## src/rtl/credit_manager.sv

```systemverilog
// Coin credit accumulator with vend deduction and greedy quarter/dime/nickel refund; REMAINDER_REFUND_EN auto-refunds leftover credit after a vend.
// Latency: all outputs registered or decoded from registered state, one edge per update; refund stream advances one coin per acked edge and holds while change_ack is low.
module credit_manager #(
  parameter int unsigned MAX_CREDIT   = 200,
  parameter int unsigned PRICE_APPLE  = 75,
  parameter int unsigned PRICE_BANANA = 20,
  parameter int unsigned PRICE_CARROT = 30,
  parameter int unsigned PRICE_DATE   = 40
) (
  input  logic       clk,
  input  logic       reset,
  input  logic       coin_valid,
  input  logic [1:0] coin_type,
  input  logic       cancel,
  input  logic       apple,
  input  logic       banana,
  input  logic       carrot,
  input  logic       date,
  input  logic       error,
  output logic [7:0] credit,
  output logic       coin_accept,
  output logic       coin_reject,
  output logic       change_valid,
  output logic [1:0] change_coin,
  input  logic       change_ack,
  output logic [3:0] error_count
);

  localparam logic [7:0] P_APPLE  = 8'(PRICE_APPLE);
  localparam logic [7:0] P_BANANA = 8'(PRICE_BANANA);
  localparam logic [7:0] P_CARROT = 8'(PRICE_CARROT);
  localparam logic [7:0] P_DATE   = 8'(PRICE_DATE);
  localparam logic [8:0] MAX_C    = 9'(MAX_CREDIT);

  typedef enum logic {
    ST_IDLE   = 1'b0,
    ST_REFUND = 1'b1
  } state_e;

  state_e     state_q, state_d;
  logic [7:0] credit_q, credit_d;
  logic       accept_q, accept_d;
  logic       reject_q, reject_d;
  logic [3:0] err_cnt_q, err_cnt_d;

  logic       vend_any;
  logic       vend_refund;
  logic [7:0] vend_price;
  logic [7:0] vend_result;
  logic [7:0] coin_value;
  logic [8:0] coin_sum;
  logic [1:0] chg_code;
  logic [7:0] chg_value;

  assign vend_any = apple | banana | carrot | date;

  // Simultaneous vend pulses charge only the most expensive product.
  always_comb begin
    vend_price = '0;
    if (apple  && (P_APPLE  > vend_price)) vend_price = P_APPLE;
    if (banana && (P_BANANA > vend_price)) vend_price = P_BANANA;
    if (carrot && (P_CARROT > vend_price)) vend_price = P_CARROT;
    if (date   && (P_DATE   > vend_price)) vend_price = P_DATE;
  end

  assign vend_result = (credit_q > vend_price) ? (credit_q - vend_price) : 8'd0;

`ifdef REMAINDER_REFUND_EN
  assign vend_refund = vend_any && (vend_result != 8'd0);
`else
  assign vend_refund = 1'b0;
`endif

  always_comb begin
    coin_value = 8'd5;
    case (coin_type)
      2'd0:    coin_value = 8'd5;
      2'd1:    coin_value = 8'd10;
      2'd2:    coin_value = 8'd25;
      default: coin_value = 8'd100;
    endcase
  end

  assign coin_sum = {1'b0, credit_q} + {1'b0, coin_value};

  // Greedy change selection; credit stays a multiple of 5 so this always lands on 0.
  always_comb begin
    chg_code  = 2'd0;
    chg_value = 8'd5;
    if (credit_q >= 8'd25) begin
      chg_code  = 2'd2;
      chg_value = 8'd25;
    end else if (credit_q >= 8'd10) begin
      chg_code  = 2'd1;
      chg_value = 8'd10;
    end
  end

  always_ff @(posedge clk or negedge reset) begin
    if (!reset) begin
      state_q <= ST_IDLE;
    end else begin
      state_q <= state_d;
    end
  end

  always_comb begin
    state_d = state_q;
    case (state_q)
      ST_IDLE: begin
        if (vend_refund) begin
          state_d = ST_REFUND;
        end else if (!vend_any && cancel && (credit_q != 8'd0)) begin
          state_d = ST_REFUND;
        end
      end
      ST_REFUND: begin
        if ((credit_q == 8'd0) || (change_ack && (credit_q == chg_value))) begin
          state_d = ST_IDLE;
        end
      end
      default: state_d = ST_IDLE;
    endcase
  end

  always_comb begin
    change_valid = (state_q == ST_REFUND);
    change_coin  = (state_q == ST_REFUND) ? chg_code : 2'd0;
    credit       = credit_q;
    coin_accept  = accept_q;
    coin_reject  = reject_q;
    error_count  = err_cnt_q;
  end

  always_comb begin
    credit_d  = credit_q;
    accept_d  = 1'b0;
    reject_d  = 1'b0;
    err_cnt_d = err_cnt_q;

    if (error && (err_cnt_q != 4'hF)) begin
      err_cnt_d = err_cnt_q + 4'd1;
    end

    case (state_q)
      ST_IDLE: begin
        if (vend_any) begin
          credit_d = vend_result;
          reject_d = coin_valid;
        end else if (cancel) begin
          reject_d = coin_valid;
        end else if (coin_valid) begin
          if (coin_sum <= MAX_C) begin
            credit_d = coin_sum[7:0];
            accept_d = 1'b1;
          end else begin
            reject_d = 1'b1;
          end
        end
      end
      ST_REFUND: begin
        reject_d = coin_valid;
        if (change_ack && (credit_q != 8'd0)) begin
          credit_d = credit_q - chg_value;
        end
      end
      default: credit_d = credit_q;
    endcase
  end

  always_ff @(posedge clk or negedge reset) begin
    if (!reset) begin
      credit_q  <= '0;
      accept_q  <= 1'b0;
      reject_q  <= 1'b0;
      err_cnt_q <= '0;
    end else begin
      credit_q  <= credit_d;
      accept_q  <= accept_d;
      reject_q  <= reject_d;
      err_cnt_q <= err_cnt_d;
    end
  end

endmodule

```

## config.mk

```make
export PLATFORM = sky130hd
export DESIGN_NAME = credit_manager
export DESIGN_NICKNAME = d
export VERILOG_FILES = /design/src/rtl/credit_manager.sv
export SDC_FILE = /design/constraint.sdc
export NUM_CORES = 1
export LEC_CHECK = 0
export CORE_ASPECT_RATIO = 1.25
export CORE_MARGIN = 8
export CORE_UTILIZATION = 25
export DETAILED_ROUTE_END_ITERATION = 8
export HOLD_SLACK_MARGIN = 0.08
export MAX_ROUTING_LAYER = met4
export SLEW_MARGIN = 15
export SYNTH_ARGS = -nofsm -noshare
export SYNTH_HDL_FRONTEND = slang
export SYNTH_SLANG_ARGS = --single-unit
```

## constraint.sdc

```tcl
create_clock -name clk -period 3.4 [get_ports clk]
set_input_delay 0.68 -clock clk [delete_from_list [all_inputs] [get_ports clk]]
set_output_delay 0.68 -clock clk [all_outputs]
set_load 0.005 [all_outputs]
```

==> results of run 1 <==
==> power by group <==
part           leakage, nW  switching, mW  internal, mW
registers            0.172          0.127         0.263
logic                 1.08           1.07          1.18
clock network       0.0228         0.0646        0.0831
==> cell type report <==
class	instances	area, um2
timing repair buffer	86	706
clock buffer	4	45.0
multi-input combinational	206	1570
inverter	22	82.6
fill	832	5200
sequential	15	375
tap	97	121
==> cell families (layout without fill, tap and decap cells) <==
group,count (synthesis),in the layout,synth area share [%]
xor+xnor,11,11,4.72
compound gates,82,82,28.5
simple gates,79,79,20.3
buf+inv,30,112,6.25
flops,15,15,18.4
mux,7,7,4.23
fa+ha+maj,27,27,17.6
==> what timing repair did <==
action,CTS,global route
pin swaps,2,4
buffers inserted,0,1
resized for setup,4,12
endpoints found under the setup margin,10,9
==> worst reg2reg max path: cells and delay by family, from the launching register on <==
kind                     cells  cell delay (ns)
AO/OA/AOI/OAI                3             0.60
multiplexers                 1             0.25
AND/OR/NAND/NOR              4             0.82
flip-flops                   1             0.47
XOR/XNOR                     1             0.10
adder cells (fa/ha/maj)      2             0.64
==> worst min-delay path by stage <==
stage	endpoint	slack [ns]	cells after the start
2_1_floorplan	change_valid	0.38	0
3_5_place_dp	error_count[2]	0.52	1
6_report	error_count[2]	0.53	1
3_3_place_gp	error_count[2]	0.51	1
5_1_grt	error_count[0]	0.58	1
4_1_cts	error_count[2]	0.54	1
==> layout by cell type (no fill, tap or decap), types with 2 or more instances in the layout <==
cell type,synthesis,layout
sky130_fd_sc_hd__buf_4,1,58
sky130_fd_sc_hd__clkdlybuf4s50_1,0,26
sky130_fd_sc_hd__ha_1,24,23
sky130_fd_sc_hd__nor2_1,20,20
sky130_fd_sc_hd__inv_1,21,19
sky130_fd_sc_hd__o21ai_0,18,17
sky130_fd_sc_hd__nand2_1,15,15
sky130_fd_sc_hd__dfrtp_1,15,15
sky130_fd_sc_hd__a21oi_1,16,14
sky130_fd_sc_hd__nor3_1,10,10
sky130_fd_sc_hd__o21a_1,7,7
sky130_fd_sc_hd__xnor2_1,7,7
sky130_fd_sc_hd__nand3_1,5,5
sky130_fd_sc_hd__nor2b_1,5,5
sky130_fd_sc_hd__a21oi_2,2,4
sky130_fd_sc_hd__or3_1,4,4
sky130_fd_sc_hd__nand4_1,4,4
sky130_fd_sc_hd__xor2_1,4,4
sky130_fd_sc_hd__a211oi_1,4,4
sky130_fd_sc_hd__a31oi_1,4,3
sky130_fd_sc_hd__nand2b_1,4,3
sky130_fd_sc_hd__mux2_4,3,3
sky130_fd_sc_hd__mux2i_1,3,3
sky130_fd_sc_hd__clkbuf_8,0,3
sky130_fd_sc_hd__o211ai_1,2,2
sky130_fd_sc_hd__nand3b_1,2,2
sky130_fd_sc_hd__inv_2,0,2
sky130_fd_sc_hd__a211o_1,2,2
sky130_fd_sc_hd__o32a_1,2,2
sky130_fd_sc_hd__a21o_1,2,2
sky130_fd_sc_hd__o21ai_1,1,2
sky130_fd_sc_hd__a221o_1,2,2
sky130_fd_sc_hd__a21boi_0,2,2
sky130_fd_sc_hd__o311ai_0,2,2
sky130_fd_sc_hd__nand4b_1,2,2
sky130_fd_sc_hd__a32oi_1,2,2
sky130_fd_sc_hd__a2bb2oi_1,3,2
sky130_fd_sc_hd__fa_1,3,2
sky130_fd_sc_hd__clkbuf_2,0,2
==> routing by layer <==
| layer | global-route usage [%] | share of wire (%) | wire length, um | vias up |
|---|---|---|---|---|
| li1 | - | - | - | 1094 |
| met1 | 13.3 | 44 | 2720 | 1025 |
| met2 | 20.5 | 51 | 3140 | 62 |
| met3 | 0.587 | 2.6 | 164 | 12 |
| met4 | 4.42 | 2.8 | 173 | 0 |
| met5 | - | 0 | 0 | - |
==> stage by stage <==
stage | hold slack (ns) | TNS, ns | instance area, um2
2_1_floorplan | 0.384 | 0 | 2040
3_3_place_gp | 0.511 | -3.01 | 2830
3_5_place_dp | 0.522 | -3.99 | 2830
4_1_cts | 0.540 | 0 | 2880
5_1_grt | 0.576 | -0.0437 | 2900
6_report | 0.526 | 0 | 2900
==> registers in the layout, indices dropped and copies added (netlist names) <==
register,count
change_valid,1
coin_accept,1
coin_reject,1
credit,8
error_count,4
==> results.sh, run 1 <==
export IMPL_critPathKind="primary input to register"
export IMPL_ctsHoldBuffers=0
export IMPL_number_of_antenna_violations_at_the_first_check_in_global_routing=0
export IMPL_startpoint_type="primary input"
export IMPL_num_vias=2193
export IMPL_commonest_cells_in_the_synthesized_netlist="24 x sky130_fd_sc_hd__ha_1, 21 x sky130_fd_sc_hd__inv_1, 20 x sky130_fd_sc_hd__nor2_1"
export IMPL_hold_start="error_count[2]"
export IMPL_per_cell_routed_wire_length_um=14.4
export IMPL_drc=0
export IMPL_power_total_mw=2.79
export IMPL_cts_tree="done"
export IMPL_timing_max_transition_violations_final=0
export IMPL_worst_slew_pin_transition_ns=0.704
export IMPL_synth_seq_area_share_pct=18.4
export IMPL_fp_coreArea_um2=8100
export IMPL_startpoint="apple"
export IMPL_crit_chain="clkdlybuf4s50_1 -> ha_1 -> inv_1 -> fa_1 -> a211oi_1 -> o21bai_1 -> a31oi_2 -> a2bb2oi_2 -> nor2_1 -> a221o_1 -> mux2_4"
export IMPL_netlist_top_cell_by_area="sky130_fd_sc_hd__dfrtp_1"
export IMPL_r2r_slack_ns=0.40
export IMPL_die_footprint_um2=11300
export IMPL_die_width_um=96.9
export IMPL_skew_ns=0.00174
export IMPL_layout_drive_gt1_share_pct=24.6
export IMPL_timing_final_setup_violations=0
export IMPL_hpwlAfterDp_um=5140
export IMPL_syn_cell_area_um2=2040
export IMPL_final_period_minus_worst_setup_slack_ns=3.29
export IMPL_yosys_cell_count_top_type="sky130_fd_sc_hd__ha_1"
export IMPL_dr_pass1_iters=4
export IMPL_buffer_ports_inserted=28
export IMPL_fin_ws_ns=0.111
export IMPL_postSynthCellCount=251
export IMPL_dp_cells=425
export IMPL_cts_max_level=1
export IMPL_path_class_of_the_lowest_slack_min_delay_path="register to register"
export IMPL_ys_warnings=0
export IMPL_kind_of_cell_with_the_highest_combined_delay_on_the_critical_path="compound AO/OA/AOI/OAI gates"
export IMPL_grtUsageTotal_pct=11.4
export IMPL_cts_sinks=15
export IMPL_largest_net_degree_at_the_start_of_global_routing=17
export IMPL_postSynth_topFlopCell="sky130_fd_sc_hd__dfrtp_1"
export IMPL_final_instance_count_excl_fill=430
export IMPL_synth_top_cell_area_share_pct=18.4
export IMPL_rr_startpoint="credit[1]"
export IMPL_ys_top_cells_by_area="sky130_fd_sc_hd__dfrtp_1 18%, sky130_fd_sc_hd__ha_1 15%, sky130_fd_sc_hd__o21ai_0 4.4%"
export IMPL_critical_path_arrival_ns=3.43
export IMPL_placement_setup_worst_slack_ns=-0.488
export IMPL_final_nets=373
export IMPL_ioPinCount=29
export IMPL_synth_avg_cell_area_um2=8.14
export IMPL_detail_route_wirelength_um=6190
export IMPL_finalCritPeriodShare_pct=96.7
export IMPL_floorplan_initialDensity_pct=25.2
export IMPL_row_count=37
export IMPL_required_ns=3.54
export IMPL_ys_ff_latch=15
export IMPL_floorplan_die_height_um=117
export IMPL_critical_path_endpoint_type="register"
export IMPL_grt_overflow_total=0
export IMPL_reg2reg_depth=11
export IMPL_final_antenna_net_count=0
export IMPL_grt_pass1_vias=2322
export IMPL_detail_route_vias_per_cell=5.10
export IMPL_synth_fp_nets=290
export IMPL_drt_iter0_drc=120
export IMPL_run_status="finished clean"
export IMPL_yosysUniqueCellTypes=59
export IMPL_clkLatencyLatePin_ns=0.25
export IMPL_number_of_diodes_added_for_antenna_fixing=0
export IMPL_numCtsBuffers=3
export IMPL_cp_max_fo=5
export IMPL_relative_slew_slack_pct=52.9
export IMPL_critPathMaxStageDelay_ns=0.55
export IMPL_worst_path_stages=11
export IMPL_cts_clk_slew_worst_paths_ns=0.06
export IMPL_cts_root_buffer_cell="sky130_fd_sc_hd__clkbuf_8"
export IMPL_number_of_synthesized_flops_with_an_enable_pin=0
export IMPL_async_flop_share_pct=100
export IMPL_final_hold_viol_count=0
export IMPL_grt_pass1_wl_um=10700
export IMPL_critPathCapture="credit[3]"
export IMPL_fmax_mhz=304
export IMPL_power_per_cell_area_nw_per_um2=960
export IMPL_p_leak_nw=1.28
export IMPL_regToRegEndpoint="credit[4]"
export IMPL_critical_path_slowest_cell="sky130_fd_sc_hd__clkdlybuf4s50_1"
export IMPL_ir_drop_mv=0.326
export IMPL_max_cap_viol_count=0
export IMPL_flow_area_growth_from_synthesis_pct=42.1
export IMPL_fin_util_pct=35.8
export IMPL_path_buf_inv=2
export IMPL_finalWeightedCongestion=0.923
export IMPL_cts_path_max_buffers=2
(Power assumes the default switching activity.)
==> run 2, diff against run 1 <==
Settings changed: CAP_MARGIN from default to 15, RECOVER_POWER from default to 25, SKIP_LAST_GASP from default to 1.
==> run 2 against run 1 <==
Critical path depth did not move. Sequential cell count did not move. Sequential share of layout area is the same. Clock power is essentially flat. Largest cell class unchanged. Largest power group unchanged. Highest routed layer unchanged.
==> results.sh, run 2 (synthesis gave the netlist of run 1 again) <==
export IMPL_run_status="finished clean"
export IMPL_cts_clk_slew_worst_paths_ns=0.06
export IMPL_ioPinCount=29
export IMPL_max_cap_viol_count=0
export IMPL_finalWeightedCongestion=0.923
export IMPL_startpoint_type="primary input"
export IMPL_required_ns=3.54
export IMPL_placement_setup_worst_slack_ns=-0.488
export IMPL_hold_start="error_count[2]"
export IMPL_skew_ns=0.00174
export IMPL_hpwlAfterDp_um=5140
export IMPL_largest_net_degree_at_the_start_of_global_routing=17
export IMPL_grt_pass1_vias=2322
export IMPL_floorplan_die_height_um=117
export IMPL_rr_startpoint="credit[1]"
export IMPL_die_footprint_um2=11300
export IMPL_drt_iter0_drc=120
export IMPL_cts_max_level=1
export IMPL_fmax_mhz=304
export IMPL_cts_root_buffer_cell="sky130_fd_sc_hd__clkbuf_8"
export IMPL_p_leak_nw=1.28
export IMPL_worst_slew_pin_transition_ns=0.711
export IMPL_critPathKind="primary input to register"
export IMPL_row_count=37
export IMPL_numCtsBuffers=3
export IMPL_fp_coreArea_um2=8100
export IMPL_layout_drive_gt1_share_pct=24.6
export IMPL_number_of_diodes_added_for_antenna_fixing=0
export IMPL_hold_worst_slack_ns=0.526
export IMPL_number_of_antenna_violations_at_the_first_check_in_global_routing=0
export IMPL_critical_path_endpoint_type="register"
export IMPL_drc=0
export IMPL_power_per_cell_area_nw_per_um2=960
export IMPL_finalCritPeriodShare_pct=96.7
export IMPL_path_class_of_the_lowest_slack_min_delay_path="register to register"
export IMPL_detail_route_vias_per_cell=5.10
export IMPL_cts_path_max_buffers=2
export IMPL_grt_overflow_total=0
export IMPL_timing_final_setup_violations=0
export IMPL_final_nets=373
export IMPL_destination_of_the_worst_hold_path="error_count[2]"
export IMPL_grtUsageTotal_pct=11.4
export IMPL_min_path_cells=1
export IMPL_relative_slew_slack_pct=52.5
export IMPL_timing_max_transition_violations_final=0
export IMPL_buffer_ports_inserted=28
export IMPL_most_common_cell_after_layout_fill_and_taps_aside="sky130_fd_sc_hd__buf_4"
export IMPL_ir_drop_mv=0.327
export IMPL_critical_path_arrival_ns=3.43
export IMPL_dr_pass1_iters=4
export IMPL_cts_sinks=15
export IMPL_cp_max_fo=5
export IMPL_final_period_minus_worst_setup_slack_ns=3.29
export IMPL_number_of_flip_flops_in_the_largest_register=8
export IMPL_most_frequent_cells_in_the_layout="58 x sky130_fd_sc_hd__buf_4, 24 x sky130_fd_sc_hd__clkdlybuf4s50_1, 23 x sky130_fd_sc_hd__ha_1"
export IMPL_r2r_slack_ns=0.40
export IMPL_num_vias=2193
export IMPL_die_width_um=96.9
export IMPL_detail_route_wirelength_um=6190
export IMPL_flow_area_growth_from_synthesis_pct=42.1
export IMPL_regToRegEndpoint="credit[4]"
export IMPL_fin_ws_ns=0.111
export IMPL_clkLatencyLatePin_ns=0.25
export IMPL_ctsHoldBuffers=0
export IMPL_cts_tree="done"
export IMPL_reg2reg_depth=11
export IMPL_final_antenna_net_count=0
export IMPL_floorplan_initialDensity_pct=25.2
export IMPL_per_cell_routed_wire_length_um=14.4
export IMPL_grt_pass1_wl_um=10700
export IMPL_final_hold_viol_count=0
run 2: cell count changes in the layout (fill, tap and decap cells not counted), sizes merged:
cell,delta
clkdlybuf4s50,-2
dlygate4sd3,+2
run 2: how the worst max path moves through the flow:
stage,end,slack [ns],cells after the start,start
4_1_cts,credit[6],0.01,17,coin_type[0]
5_1_grt,credit[3],-0.04,11,apple
6_report,credit[3],0.11,11,apple
3_5_place_dp,credit[6],-0.49,17,coin_type[0]
3_3_place_gp,credit[6],-0.38,16,coin_type[0]
2_1_floorplan,credit[3],0.005,13,coin_type[0]
run 2: timing repair:
action,CTS,global route
setup endpoints to repair,10,9
resized for setup,4,12
hold endpoints to repair,0,0
pin swaps,2,4
setup buffers,0,1
run 2: final cells by class:
class | instances | area (um2)
timing repair buffer | 86 | 706
multi-input combinational | 206 | 1570
sequential | 15 | 375
fill | 832 | 5200
inverter | 22 | 82.6
clock buffer | 4 | 45.0
tap | 97 | 121
run 2: worst max-delay path, cell delays in order:
cell,delay (ns)
sky130_fd_sc_hd__clkdlybuf4s50_1,0.55
sky130_fd_sc_hd__ha_1,0.21
sky130_fd_sc_hd__inv_1,0.06
sky130_fd_sc_hd__fa_1,0.38
sky130_fd_sc_hd__a211oi_1,0.24
sky130_fd_sc_hd__o21bai_1,0.15
sky130_fd_sc_hd__a31oi_2,0.27
sky130_fd_sc_hd__a2bb2oi_2,0.26
sky130_fd_sc_hd__nor2_1,0.07
sky130_fd_sc_hd__a221o_1,0.30
sky130_fd_sc_hd__mux2_4,0.25
run 2: power breakdown:
group | switching (mW) | internal, mW | leakage [nW] | total, mW
sequential | 0.127 | 0.263 | 0.172 | 0.390
clock | 0.0646 | 0.0831 | 0.0228 | 0.148
combinational | 1.07 | 1.18 | 1.08 | 2.25
total | 1.26 | 1.53 | 1.28 | 2.79
run 2: layer usage:
layer  share of wire (%)  wire [um]  GRT usage (%)
met5                   0          0              -
met4                 2.8        173           4.42
met3                 2.6        164          0.587
met2                  51       3140           20.5
met1                  44       2720           13.3
run 2: per-stage QoR:
stage / area (um2) / power, mW / utilization [%] / TNS [ns] / instances
floorplan: 2040 / 1.66 / - / 0 / 251
global placement: 2830 / 2.57 / 34.9 / -3.01 / 425
detailed placement: 2830 / 2.60 / 34.9 / -3.99 / 425
CTS: 2880 / 2.76 / 35.5 / 0 / 429
global route: 2900 / 3.06 / 35.8 / -0.0437 / 430
finish: 2900 / 2.79 / 35.8 / 0 / 430
==> run 3, diff against run 2 <==
Settings changed: CAP_MARGIN 15 to default, CTS_BUF_LIST from default to sky130_fd_sc_hd__clkbuf_8 sky130_fd_sc_hd__clkbuf_16.
==> run 3 against run 2 <==
Register-to-register slack is essentially flat. Global-route usage stayed put. Via count down 0.46%. Setup slack gained 0.0026 ns. Sequential power about the same. Die area is the same. Power barely moved. Core utilization did not move. Clock power hardly changed. Cell count did not move. Critical endpoint unchanged. Largest cell class unchanged.
==> results.sh, run 3 (synthesis gave the netlist of run 1 again) <==
export IMPL_grt_pass1_vias=2322
export IMPL_layout_drive_gt1_share_pct=24.6
export IMPL_regToRegEndpoint="credit[4]"
export IMPL_number_of_diodes_added_for_antenna_fixing=0
export IMPL_critPathMaxStageDelay_ns=0.55
export IMPL_drc=0
export IMPL_num_vias=2183
export IMPL_critical_path_slowest_cell="sky130_fd_sc_hd__clkdlybuf4s50_1"
export IMPL_cts_max_level=1
export IMPL_crit_chain="clkdlybuf4s50_1 -> ha_1 -> inv_1 -> fa_1 -> a211oi_1 -> o21bai_1 -> a31oi_2 -> a2bb2oi_2 -> nor2_1 -> a221o_1 -> mux2_4"
export IMPL_route_top_layer_used="met4"
export IMPL_regArea_um2=375
export IMPL_routed_wl_met2_um=3150
export IMPL_row_count=37
export IMPL_final_antenna_net_count=0
export IMPL_die_footprint_um2=11300
export IMPL_critPathKind="primary input to register"
export IMPL_flow_area_growth_from_synthesis_pct=42.1
export IMPL_buffer_ports_inserted=28
export IMPL_floorplan_initialDensity_pct=25.2
export IMPL_fp_coreArea_um2=8100
export IMPL_ioPinCount=29
export IMPL_power_per_cell_area_nw_per_um2=959
export IMPL_required_ns=3.54
export IMPL_most_frequent_cells_in_the_layout="58 x sky130_fd_sc_hd__buf_4, 24 x sky130_fd_sc_hd__clkdlybuf4s50_1, 23 x sky130_fd_sc_hd__ha_1"
export IMPL_numCtsBuffers=3
export IMPL_run_status="finished clean"
export IMPL_critical_path_endpoint_type="register"
export IMPL_hpwlAfterDp_um=5140
export IMPL_cp_max_fo=5
export IMPL_cts_clk_slew_worst_paths_ns=0.06
export IMPL_max_cap_viol_count=0
export IMPL_cts_tree="done"
export IMPL_critical_path_arrival_ns=3.42
export IMPL_fin_ws_ns=0.114
export IMPL_path_class_of_the_lowest_slack_min_delay_path="register to register"
export IMPL_placement_setup_worst_slack_ns=-0.488
export IMPL_detail_route_vias_per_cell=5.08
export IMPL_fin_tns_setup_ns=0
export IMPL_startpoint_type="primary input"
export IMPL_clock_power_share_pct=5.2
export IMPL_p_int_mw=1.53
export IMPL_finalWeightedCongestion=0.923
export IMPL_critPathCapture="credit[3]"
export IMPL_timing_final_setup_violations=0
export IMPL_final_nets=373
export IMPL_rr_startpoint="credit[1]"
export IMPL_final_hold_viol_count=0
export IMPL_grt_pass1_wl_um=10700
export IMPL_detail_route_wirelength_um=6200
export IMPL_finalCritPeriodShare_pct=96.7
export IMPL_fmax_mhz=304
export IMPL_skew_ns=0.00178
export IMPL_clkLatencyLatePin_ns=0.25
export IMPL_total_switching_power_mw=1.26
export IMPL_fillCellCount=832
export IMPL_timing_max_transition_violations_final=0
export IMPL_drt_met1_wl_um=2730
export IMPL_die_width_um=96.9
export IMPL_floorplan_die_height_um=117
export IMPL_startpoint="apple"
export IMPL_combPwrFrac_pct=80.8
export IMPL_pwr_share_seq_pct=14.0
export IMPL_r2r_slack_ns=0.40
export IMPL_ir_drop_mv=0.327
export IMPL_largest_net_degree_at_the_start_of_global_routing=17
export IMPL_cts_root_buffer_cell="sky130_fd_sc_hd__clkbuf_8"
export IMPL_grtUsageTotal_pct=11.4
export IMPL_number_of_flip_flops_in_the_largest_register=8
export IMPL_cts_path_max_buffers=2
export IMPL_grt_overflow_total=0
export IMPL_most_common_cell_after_layout_fill_and_taps_aside="sky130_fd_sc_hd__buf_4"
export IMPL_ctsHoldBuffers=0
export IMPL_reg2reg_depth=11
export IMPL_number_of_antenna_violations_at_the_first_check_in_global_routing=0
export IMPL_dr_pass1_iters=4
export IMPL_relative_slew_slack_pct=52.6
export IMPL_cts_sinks=15
export IMPL_dr_wl_met3_um=152
export IMPL_multi_input_area_um2=1570
export IMPL_drt_iter0_drc=121
export IMPL_power_switching_share_pct=45.2
export IMPL_worst_slew_pin_transition_ns=0.709
export IMPL_final_period_minus_worst_setup_slack_ns=3.29
export IMPL_p_leak_nw=1.28
export IMPL_per_cell_routed_wire_length_um=14.4
-- run 3: cell types whose count changed in the layout (fill, tap and decap cells not counted), sizes merged --
cell,previous run,this run
inv,21,22
clkbuf,6,5
-- run 3: layout make-up --
| class | instances | area share [%] |
|---|---|---|
| sequential | 15 | 12.9 |
| inverter | 22 | 2.84 |
| clock buffer | 3 | 1.42 |
| tap | 97 | 4.18 |
| multi-input combinational | 206 | 54.2 |
| timing repair buffer | 86 | 24.3 |
| clock inverter | 1 | 0.129 |
-- run 3: critical path, delay by kind of cell --
kind | cells | cell delay [ns]
and+or+nand+nor | 1 | 0.07
AOI/OAI and AO/OA | 5 | 1.22
muxes | 1 | 0.25
buffers and inverters | 2 | 0.61
adders and majority gates | 2 | 0.59
-- run 3: timing repair --
action,in CTS,in global routing
resized for setup,4,12
setup buffers,0,1
pin swaps,2,4
endpoints found under the setup margin,10,9
-- run 3: worst min path at each step --
| stage | slack [ns] | end | start | depth (start not counted) |
|---|---|---|---|---|
| finish | 0.53 | error_count[2] | error_count[2] | 1 |
| global route | 0.58 | error_count[0] | error_count[0] | 1 |
| CTS | 0.54 | error_count[2] | error_count[2] | 1 |
| detailed placement | 0.52 | error_count[2] | error_count[2] | 1 |
| global placement | 0.51 | error_count[2] | error_count[2] | 1 |
| floorplan | 0.38 | change_valid | reset | 0 |
-- run 3: through the flow --
step / power [mW] / hold WS [ns] / cell area (um2) / util (%) / std cells
global route: 3.06 / 0.576 / 2900 / 35.8 / 430
global placement: 2.57 / 0.511 / 2830 / 34.9 / 425
floorplan: 1.66 / 0.384 / 2040 / - / 251
detailed placement: 2.60 / 0.522 / 2830 / 34.9 / 425
CTS: 2.76 / 0.540 / 2880 / 35.5 / 429
finish: 2.78 / 0.526 / 2900 / 35.8 / 430
-- run 3: power groups by stage --
| stage | clock network [mW] | registers [mW] | logic (mW) |
|---|---|---|---|
| after detailed placement | 0 | 0.390 | 2.21 |
| after CTS | 0.147 | 0.390 | 2.22 |
| after floorplan | 0 | 0.363 | 1.30 |
| after global routing | 0.153 | 0.405 | 2.50 |
| after global placement | 0 | 0.389 | 2.18 |
| final | 0.145 | 0.389 | 2.25 |
-- run 3: per-layer routing --
metal,global-route usage (%),vias up
met3,0.587,12
met2,20.5,51
li1,-,1094
met1,13.3,1026
met4,4.42,0
met5,-,-
